[src/rtl/p_to_s_stream_pkg.sv]
// Shared types and helpers for the handshaked parallel-to-serial stream converter.
package p_to_s_pkg;

  typedef enum logic [1:0] {
    EMPTY = 2'd0,
    BUSY  = 2'd1,
    FULL  = 2'd2
  } p2s_state_e;

  function automatic int len_width(input int n_slices);
    return $clog2(n_slices + 1);
  endfunction

  // Lengths beyond the word size mean "the whole word".
  function automatic int clamp_len(input int len, input int n_slices);
    return (len > n_slices) ? n_slices : len;
  endfunction

endpackage

[src/rtl/p_to_s_stream_if.sv]
// Word-in / slice-out handshake bundle for p_to_s_stream.
// Optional out_rem signal present when P2S_STREAM_REM_EN is defined.
interface p_to_s_stream_if import p_to_s_pkg::*; #(
  parameter int N_SLICES   = 4,
  parameter int SLICE_SIZE = 32
);
  localparam int LEN_W = len_width(N_SLICES);

  logic [N_SLICES*SLICE_SIZE-1:0] in_data;
  logic [LEN_W-1:0]               in_len;
  logic                           in_valid;
  logic                           in_ready;
  logic [SLICE_SIZE-1:0]          out_data;
  logic                           out_valid;
  logic                           out_last;
  logic                           out_ready;
`ifdef P2S_STREAM_REM_EN
  logic [LEN_W-1:0]               out_rem;

  modport slave (
    input  in_data, in_len, in_valid, out_ready,
    output in_ready, out_data, out_valid, out_last, out_rem
  );
  modport master (
    output in_data, in_len, in_valid, out_ready,
    input  in_ready, out_data, out_valid, out_last, out_rem
  );
`else
  modport slave (
    input  in_data, in_len, in_valid, out_ready,
    output in_ready, out_data, out_valid, out_last
  );
  modport master (
    output in_data, in_len, in_valid, out_ready,
    input  in_ready, out_data, out_valid, out_last
  );
`endif

endinterface

[src/rtl/p_to_s_slice_shifter.sv]
// ACTIVE word register and remaining-slice counter; the current slice is always
// at a fixed end of the register so the output mux is a plain slice select.
module p_to_s_slice_shifter import p_to_s_pkg::*; #(
  parameter int N_SLICES   = 4,
  parameter int SLICE_SIZE = 32,
  parameter int MSB_FIRST  = 0,
  parameter int LEN_W      = len_width(N_SLICES)
) (
  input  logic                           clk,
  input  logic                           rst_n,
  input  logic                           i_load,
  input  logic                           i_shift,
  input  logic [N_SLICES*SLICE_SIZE-1:0] i_data,
  input  logic [LEN_W-1:0]               i_len,
  output logic [SLICE_SIZE-1:0]          o_data,
  output logic [LEN_W-1:0]               o_rem
);
  localparam int WORD_W = N_SLICES * SLICE_SIZE;

  logic [WORD_W-1:0] r_data;
  logic [LEN_W-1:0]  r_rem;

  // MSB-first words are left-aligned on load so slice len-1 sits in the top slot.
  always_ff @(posedge clk or negedge rst_n) begin
    if (!rst_n) begin
      r_data <= '0;
      r_rem  <= '0;
    end else if (i_load) begin
      if (MSB_FIRST != 0)
        r_data <= i_data << ((N_SLICES - int'(i_len)) * SLICE_SIZE);
      else
        r_data <= i_data;
      r_rem <= i_len;
    end else if (i_shift && (r_rem != '0)) begin
      if (MSB_FIRST != 0)
        r_data <= r_data << SLICE_SIZE;
      else
        r_data <= r_data >> SLICE_SIZE;
      r_rem <= r_rem - LEN_W'(1);
    end
  end

  assign o_data = (MSB_FIRST != 0) ? r_data[WORD_W-1 -: SLICE_SIZE] : r_data[SLICE_SIZE-1:0];
  assign o_rem  = r_rem;

endmodule

[src/rtl/p_to_s_stream.sv]
// Handshaked parallel-to-serial converter with a one-word HOLD buffer for bubble-free streaming.
// Define P2S_STREAM_REM_EN to expose the remaining-slice count on out_rem.
module p_to_s_stream import p_to_s_pkg::*; #(
  parameter int N_SLICES   = 4,
  parameter int SLICE_SIZE = 32,
  parameter int MSB_FIRST  = 0
) (
  input  logic            clk,
  input  logic            rst_n,
  input  logic            ce,
  p_to_s_stream_if.slave  bus
);
  localparam int LEN_W  = len_width(N_SLICES);
  localparam int WORD_W = N_SLICES * SLICE_SIZE;

  localparam logic [1:0] S_EMPTY = EMPTY;
  localparam logic [1:0] S_BUSY  = BUSY;
  localparam logic [1:0] S_FULL  = FULL;

  logic [1:0]            r_state;
  logic [WORD_W-1:0]     r_holdData;
  logic [LEN_W-1:0]      r_holdLen;

  logic [LEN_W-1:0]      w_inLen;
  logic                  w_inXfer;
  logic                  w_inAccept;
  logic                  w_outXfer;
  logic                  w_lastXfer;
  logic                  w_load;
  logic [WORD_W-1:0]     w_loadData;
  logic [LEN_W-1:0]      w_loadLen;
  logic [SLICE_SIZE-1:0] w_sliceData;
  logic [LEN_W-1:0]      w_rem;

  assign w_inLen    = LEN_W'(clamp_len(int'(bus.in_len), N_SLICES));
  assign w_inXfer   = ce & bus.in_valid & bus.in_ready;
  assign w_inAccept = w_inXfer & (w_inLen != '0);
  assign w_outXfer  = ce & bus.out_valid & bus.out_ready;
  assign w_lastXfer = w_outXfer & (w_rem == LEN_W'(1));

  // ACTIVE reloads from HOLD when it drains while full; otherwise the input bypasses HOLD.
  always_comb begin
    w_load     = 1'b0;
    w_loadData = bus.in_data;
    w_loadLen  = w_inLen;
    case (r_state)
      S_EMPTY: w_load = w_inAccept;
      S_BUSY:  w_load = w_inAccept & w_lastXfer;
      S_FULL: begin
        w_load     = w_lastXfer;
        w_loadData = r_holdData;
        w_loadLen  = r_holdLen;
      end
      default: w_load = 1'b0;
    endcase
  end

  always_ff @(posedge clk or negedge rst_n) begin
    if (!rst_n) begin
      r_state    <= S_EMPTY;
      r_holdData <= '0;
      r_holdLen  <= '0;
    end else begin
      case (r_state)
        S_EMPTY: if (w_inAccept) r_state <= S_BUSY;
        S_BUSY: begin
          if (w_lastXfer && !w_inAccept) begin
            r_state <= S_EMPTY;
          end else if (w_inAccept && !w_lastXfer) begin
            r_state    <= S_FULL;
            r_holdData <= bus.in_data;
            r_holdLen  <= w_inLen;
          end
        end
        S_FULL:  if (w_lastXfer) r_state <= S_BUSY;
        default: r_state <= S_EMPTY;
      endcase
    end
  end

  p_to_s_slice_shifter #(
    .N_SLICES   (N_SLICES),
    .SLICE_SIZE (SLICE_SIZE),
    .MSB_FIRST  (MSB_FIRST),
    .LEN_W      (LEN_W)
  ) u_shifter (
    .clk     (clk),
    .rst_n   (rst_n),
    .i_load  (w_load),
    .i_shift (w_outXfer),
    .i_data  (w_loadData),
    .i_len   (w_loadLen),
    .o_data  (w_sliceData),
    .o_rem   (w_rem)
  );

  assign bus.in_ready  = (r_state != S_FULL);
  assign bus.out_valid = (r_state != S_EMPTY);
  assign bus.out_last  = (w_rem == LEN_W'(1));
  assign bus.out_data  = w_sliceData;
`ifdef P2S_STREAM_REM_EN
  assign bus.out_rem   = w_rem;
`endif

endmodule

[src/flat_wrapper.sv]
// flat-port wrapper written by rule: the top's interface ports become plain ports
module p_to_s_stream_flat import p_to_s_pkg::*;
#(
  parameter int N_SLICES   = 4,
  parameter int SLICE_SIZE = 32,
  parameter int MSB_FIRST  = 0
)
  (clk, rst_n, ce, bus_in_data, bus_in_len, bus_in_valid, bus_out_ready, bus_in_ready, bus_out_data, bus_out_valid, bus_out_last);
  p_to_s_stream_if #(.N_SLICES(N_SLICES), .SLICE_SIZE(SLICE_SIZE)) bus_i ();
  input  logic clk;
  input  logic rst_n;
  input  logic ce;
  input wire logic [$bits(bus_i.in_data)-1:0] bus_in_data;
  input wire logic [$bits(bus_i.in_len)-1:0] bus_in_len;
  input wire logic [$bits(bus_i.in_valid)-1:0] bus_in_valid;
  input wire logic [$bits(bus_i.out_ready)-1:0] bus_out_ready;
  output wire logic [$bits(bus_i.in_ready)-1:0] bus_in_ready;
  output wire logic [$bits(bus_i.out_data)-1:0] bus_out_data;
  output wire logic [$bits(bus_i.out_valid)-1:0] bus_out_valid;
  output wire logic [$bits(bus_i.out_last)-1:0] bus_out_last;
  assign bus_i.in_data = bus_in_data;
  assign bus_i.in_len = bus_in_len;
  assign bus_i.in_valid = bus_in_valid;
  assign bus_i.out_ready = bus_out_ready;
  assign bus_in_ready = bus_i.in_ready;
  assign bus_out_data = bus_i.out_data;
  assign bus_out_valid = bus_i.out_valid;
  assign bus_out_last = bus_i.out_last;
  p_to_s_stream #(.N_SLICES(N_SLICES), .SLICE_SIZE(SLICE_SIZE), .MSB_FIRST(MSB_FIRST)) u_core (.clk(clk), .rst_n(rst_n), .ce(ce), .bus(bus_i));
endmodule
[config.mk]
export PLATFORM = sky130hd
export DESIGN_NAME = p_to_s_stream_flat
export DESIGN_NICKNAME = d
export VERILOG_FILES = /design/src/rtl/p_to_s_stream_pkg.sv /design/src/rtl/p_to_s_stream_if.sv /design/src/rtl/p_to_s_slice_shifter.sv /design/src/rtl/p_to_s_stream.sv /design/src/flat_wrapper.sv
export SDC_FILE = /design/constraint.sdc
export NUM_CORES = 1
export LEC_CHECK = 0
export CORE_ASPECT_RATIO = 0.8
export CORE_MARGIN = 3
export CORE_UTILIZATION = 45
export CTS_CLUSTER_SIZE = 16
export DETAILED_ROUTE_END_ITERATION = 12
export MAX_ROUTING_LAYER = met4
export PLACE_DENSITY_LB_ADDON = 0.2
export RECOVER_POWER = 25
export SETUP_SLACK_MARGIN = 0.05
export SLEW_MARGIN = 30
export SYNTH_ARGS = -nofsm -noshare
export SYNTH_HDL_FRONTEND = slang
export SYNTH_SLANG_ARGS = --single-unit
[constraint.sdc]
create_clock -name clk -period 2.05 [get_ports clk]
set_input_delay 0.41 -clock clk [delete_from_list [all_inputs] [get_ports clk]]
set_output_delay 0.41 -clock clk [all_outputs]
set_load 0.02 [all_outputs]
==> results.cfg <==
[detailed_routing]
drc_marker_count_from_the_first_detailed_route_iteration = 286
detailedRoute.firstPassIterationCount = 4
drc_errors = 0
post_drt_via_cell_ratio = 5.08
drtAntennaViolNets = 0
total_via_count_in_the_routed_design = 7439
detail_route.wl_per_cell_um = 18.2
routed_wl_um = 26600

[setup_path]
reg2reg_slack_ns = 0.10
reg2reg_to = u_core.r_holdData[50]
critPathMaxStageDelay_ns = 0.45
path_buf_inv = 1
worstPathCellList = or2_1 -> clkdlybuf4s15_2
timing.critical_path.arrival_ns = 1.56
crit_path_end_kind = output port
worst_setup_path_start_kind = flop
crit-reg2reg-launch = u_core.u_shifter.o_rem[0]
critical-path-top-delay-family = flip-flops
crit_fanout = 5
reg2reg_depth = 6
master_of_the_slowest_instance_on_the_critical_path = sky130_fd_sc_hd__dfrtp_1
worstPathRequired_ns = 1.64
setup.worst_path.class = reg2out

[clock_tree]
h-tree-depth = 1
worst_setup_hold_path_clk_slew_ns = 0.06
clock-root-buffer = sky130_fd_sc_hd__clkbuf_16
worst_skew_pair_later_pin_latency_ns = 0.53
clock_path_buffers = 3
cts_inserted_buffers = 27
cts_num_sinks = 264
cts_tree = yes

[timing]
final-setup-viol-count = 0
timing.clock.skew_ns = 0.0108
achievable-frequency_mhz = 509
finalWorstPathRequiredPeriod_ns = 1.97
slew_headroom_pct = 36.5
timing.final.hold_violations = 0
final.period_utilization_pct = 95.9
setup_repair_after_global_routing_missed_its_margin = yes
maxSlewViolCount = 0
finalWorstSetupSlack_ns = 0.0846
max_slew.worst_pin.slew_ns = 0.952

[power]
cellPowerDensity_nw_per_um2 = 1400
power.leakage_uw = 0.00800
vdd_drop_max_mv = 0.670
finalPower_uw = 22500

[die]
die_area_um2 = 30700
ioPinCount = 171
die-height_um = 157
die_x_extent_um = 195
start_util_pct = 46.5
floorplan.core_area_um2 = 27700
std_cell_rows = 54

[grt]
vias_in_the_first_global_route = 7734
grt_start_max_net_pins = 64
gr-usage-all-layers_pct = 17.6
antenna_violations_before_repair = 0
grt_first_pass_wirelength_um = 42800
globalRouteOverflowTotal = 0

[logic_synthesis]
mean_instance_size_in_the_synthesized_netlist_um2 = 14.2
synth_cells = 910
syn_area_um2 = 12900
synthesis.yosys.warnings = 0
yosys_register_bits = 264
synth.net_count = 1049
synth.lib_cells_used.distinct = 27
synth.yosys.seq_area_share_pct = 51.2

[hold_path]
min_path_type = reg2reg
worst_hold_startpoint = u_core.r_holdData[3]
holdPathEnd = u_core.r_holdData[3]
hold_depth = 1

[cells_and_area]
commonest_cells_after_routing_fill_and_taps_aside = sky130_fd_sc_hd__mux2i_1 (356), sky130_fd_sc_hd__dfrtp_1 (264), sky130_fd_sc_hd__clkdlybuf4s50_1 (164), sky130_fd_sc_hd__mux2_2 (66), sky130_fd_sc_hd__mux2_4 (66)
most_common_library_cell_in_the_layout_ignoring_fill_and_taps = sky130_fd_sc_hd__mux2i_1
area_growth_pct = 24.2
drive_gt1_share_pct = 22.0
num-fill-cells = 2315
finalNetCount = 1218
insertedDiodeCount = 0

[placed_design]
hpwlAfterDp_um = 18200
buffer_ports.inserted = 170
post-place-ws_ns = -0.370
gp_congestion = 0.744

[flow_run]
drv_cap = 0

[status]
outcome = finished, final reports clean
worst reg2reg max path, cell delays in order, from the launching register on:
cell and delay (ns):
sky130_fd_sc_hd__dfrtp_1 0.38, sky130_fd_sc_hd__ha_1 0.23, sky130_fd_sc_hd__nand4b_1 0.18, sky130_fd_sc_hd__and4b_4 0.29, sky130_fd_sc_hd__buf_12 0.18, sky130_fd_sc_hd__buf_12 0.21, sky130_fd_sc_hd__mux2_2 0.36
report_power, final:
group          switching (uW)  internal (uW)
Sequential               1440           7820
Clock                    2040           2630
Combinational            3580           4960
Total                    7070          15400
registers in the layout, summed over array words and instances (netlist names):
name                     count
u_core.r_state               2
u_core.u_shifter.o_rem       3
u_core.r_holdLen             3
u_core.u_shifter.r_data    128
u_core.r_holdData          128
layer usage:
layer / global-route usage (%) / share of wire, % / vias up
met5: - / 0 / -
li1: - / - / 3558
met4: 3.26 / 1.8 / 0
met3: 2.59 / 3.3 / 37
met2: 26.5 / 45 / 121
met1: 25.9 / 50 / 3723
how the worst max path moves through the flow:
stage / start / end / slack (ns) / cells after the start
after global placement: bus_in_len[0] / u_core.u_shifter.r_data[64] / -0.36 / 8
after global routing: u_core.u_shifter.o_rem[0] / u_core.r_holdData[49] / 0.03 / 6
final: u_core.r_state[0] / bus_out_valid / 0.08 / 2
after CTS: u_core.u_shifter.r_data[30] / bus_out_data[30] / 0.06 / 1
after detailed placement: bus_in_len[0] / u_core.u_shifter.r_data[32] / -0.37 / 8
after floorplan: u_core.u_shifter.o_rem[0] / u_core.u_shifter.o_rem[0] / 0.19 / 7
logic make-up (layout without fill, tap and decap cells):
family                   after synthesis  count (layout)  synth area share, %
adder cells (fa/ha/maj)                3               3                0.291
AND/OR/NAND/NOR                       48              48                 1.74
flip-flops                           264             264                 51.2
multiplexers                         488             488                 41.1
AO/OA/AOI/OAI                          9               9                0.437
buffers and inverters                 97             286                 5.12
XOR/XNOR                               1               1               0.0680
layout make-up:
| cell class | instances | area, um^2 | area share, % |
|---|---|---|---|
| multi-input cells | 549 | 5660 | 35.3 |
| flip-flops and latches | 264 | 6610 | 41.3 |
| clock buffers | 37 | 733 | 4.58 |
| repair buffers | 231 | 2440 | 15.3 |
| clock inverters | 12 | 91.3 | 0.571 |
| well taps | 364 | 455 | 2.84 |
| inverters | 6 | 22.5 | 0.141 |
per-stage QoR:
stage	instance area [um^2]	hold slack [ns]	instances	TNS [ns]	util (%)
6_report	16000	0.504	1463	0	57.8
5_1_grt	16000	0.510	1463	0	57.8
4_1_cts	16000	0.340	1461	0	57.7
3_5_place_dp	15200	0.308	1411	-70.53	54.7
3_3_place_gp	15200	0.320	1411	-68.82	54.7
2_1_floorplan	12900	0.114	910	0	-
timing repair:
item                                    in CTS  in global routing
endpoints found under the setup margin       4                107
pin swaps                                    0                  0
buffers inserted                             0                  1
endpoints found under the hold margin       31                  0
hold buffers                                 1                  0
resized for setup                            9                  4
cloned                                       0                  1
cells in the mapped netlist:
| master | n | area share [%] |
|---|---|---|
| sky130_fd_sc_hd__buf_4 | 35 | 2.0 |
| sky130_fd_sc_hd__a21oi_1 | 4 | 0.16 |
| sky130_fd_sc_hd__buf_6 | 17 | 1.5 |
| sky130_fd_sc_hd__and3_1 | 1 | 0.049 |
| sky130_fd_sc_hd__inv_1 | 5 | 0.15 |
| sky130_fd_sc_hd__buf_2 | 30 | 1.2 |
| sky130_fd_sc_hd__buf_1 | 5 | 0.15 |
| sky130_fd_sc_hd__clkbuf_1 | 4 | 0.12 |
| sky130_fd_sc_hd__nand3b_1 | 2 | 0.12 |
| sky130_fd_sc_hd__nand2_1 | 35 | 1.0 |
| sky130_fd_sc_hd__o32ai_1 | 1 | 0.068 |
| sky130_fd_sc_hd__o311a_1 | 1 | 0.078 |
| sky130_fd_sc_hd__dfrtp_1 | 264 | 51 |
| sky130_fd_sc_hd__o21ai_0 | 2 | 0.078 |
| sky130_fd_sc_hd__or2_1 | 1 | 0.049 |
| sky130_fd_sc_hd__mux2_4 | 66 | 7.7 |
| sky130_fd_sc_hd__mux2i_1 | 356 | 28 |
| sky130_fd_sc_hd__nor3b_1 | 2 | 0.12 |
| sky130_fd_sc_hd__ha_1 | 3 | 0.29 |
| sky130_fd_sc_hd__o21bai_1 | 1 | 0.058 |
| sky130_fd_sc_hd__nor2b_1 | 2 | 0.097 |
| sky130_fd_sc_hd__mux2_2 | 66 | 5.8 |
| sky130_fd_sc_hd__nand4b_1 | 2 | 0.14 |
| sky130_fd_sc_hd__nor3_1 | 2 | 0.078 |
| sky130_fd_sc_hd__xnor2_1 | 1 | 0.068 |
| sky130_fd_sc_hd__and4b_1 | 1 | 0.078 |
| sky130_fd_sc_hd__inv_2 | 1 | 0.029 |
(Power assumes the default switching activity.)
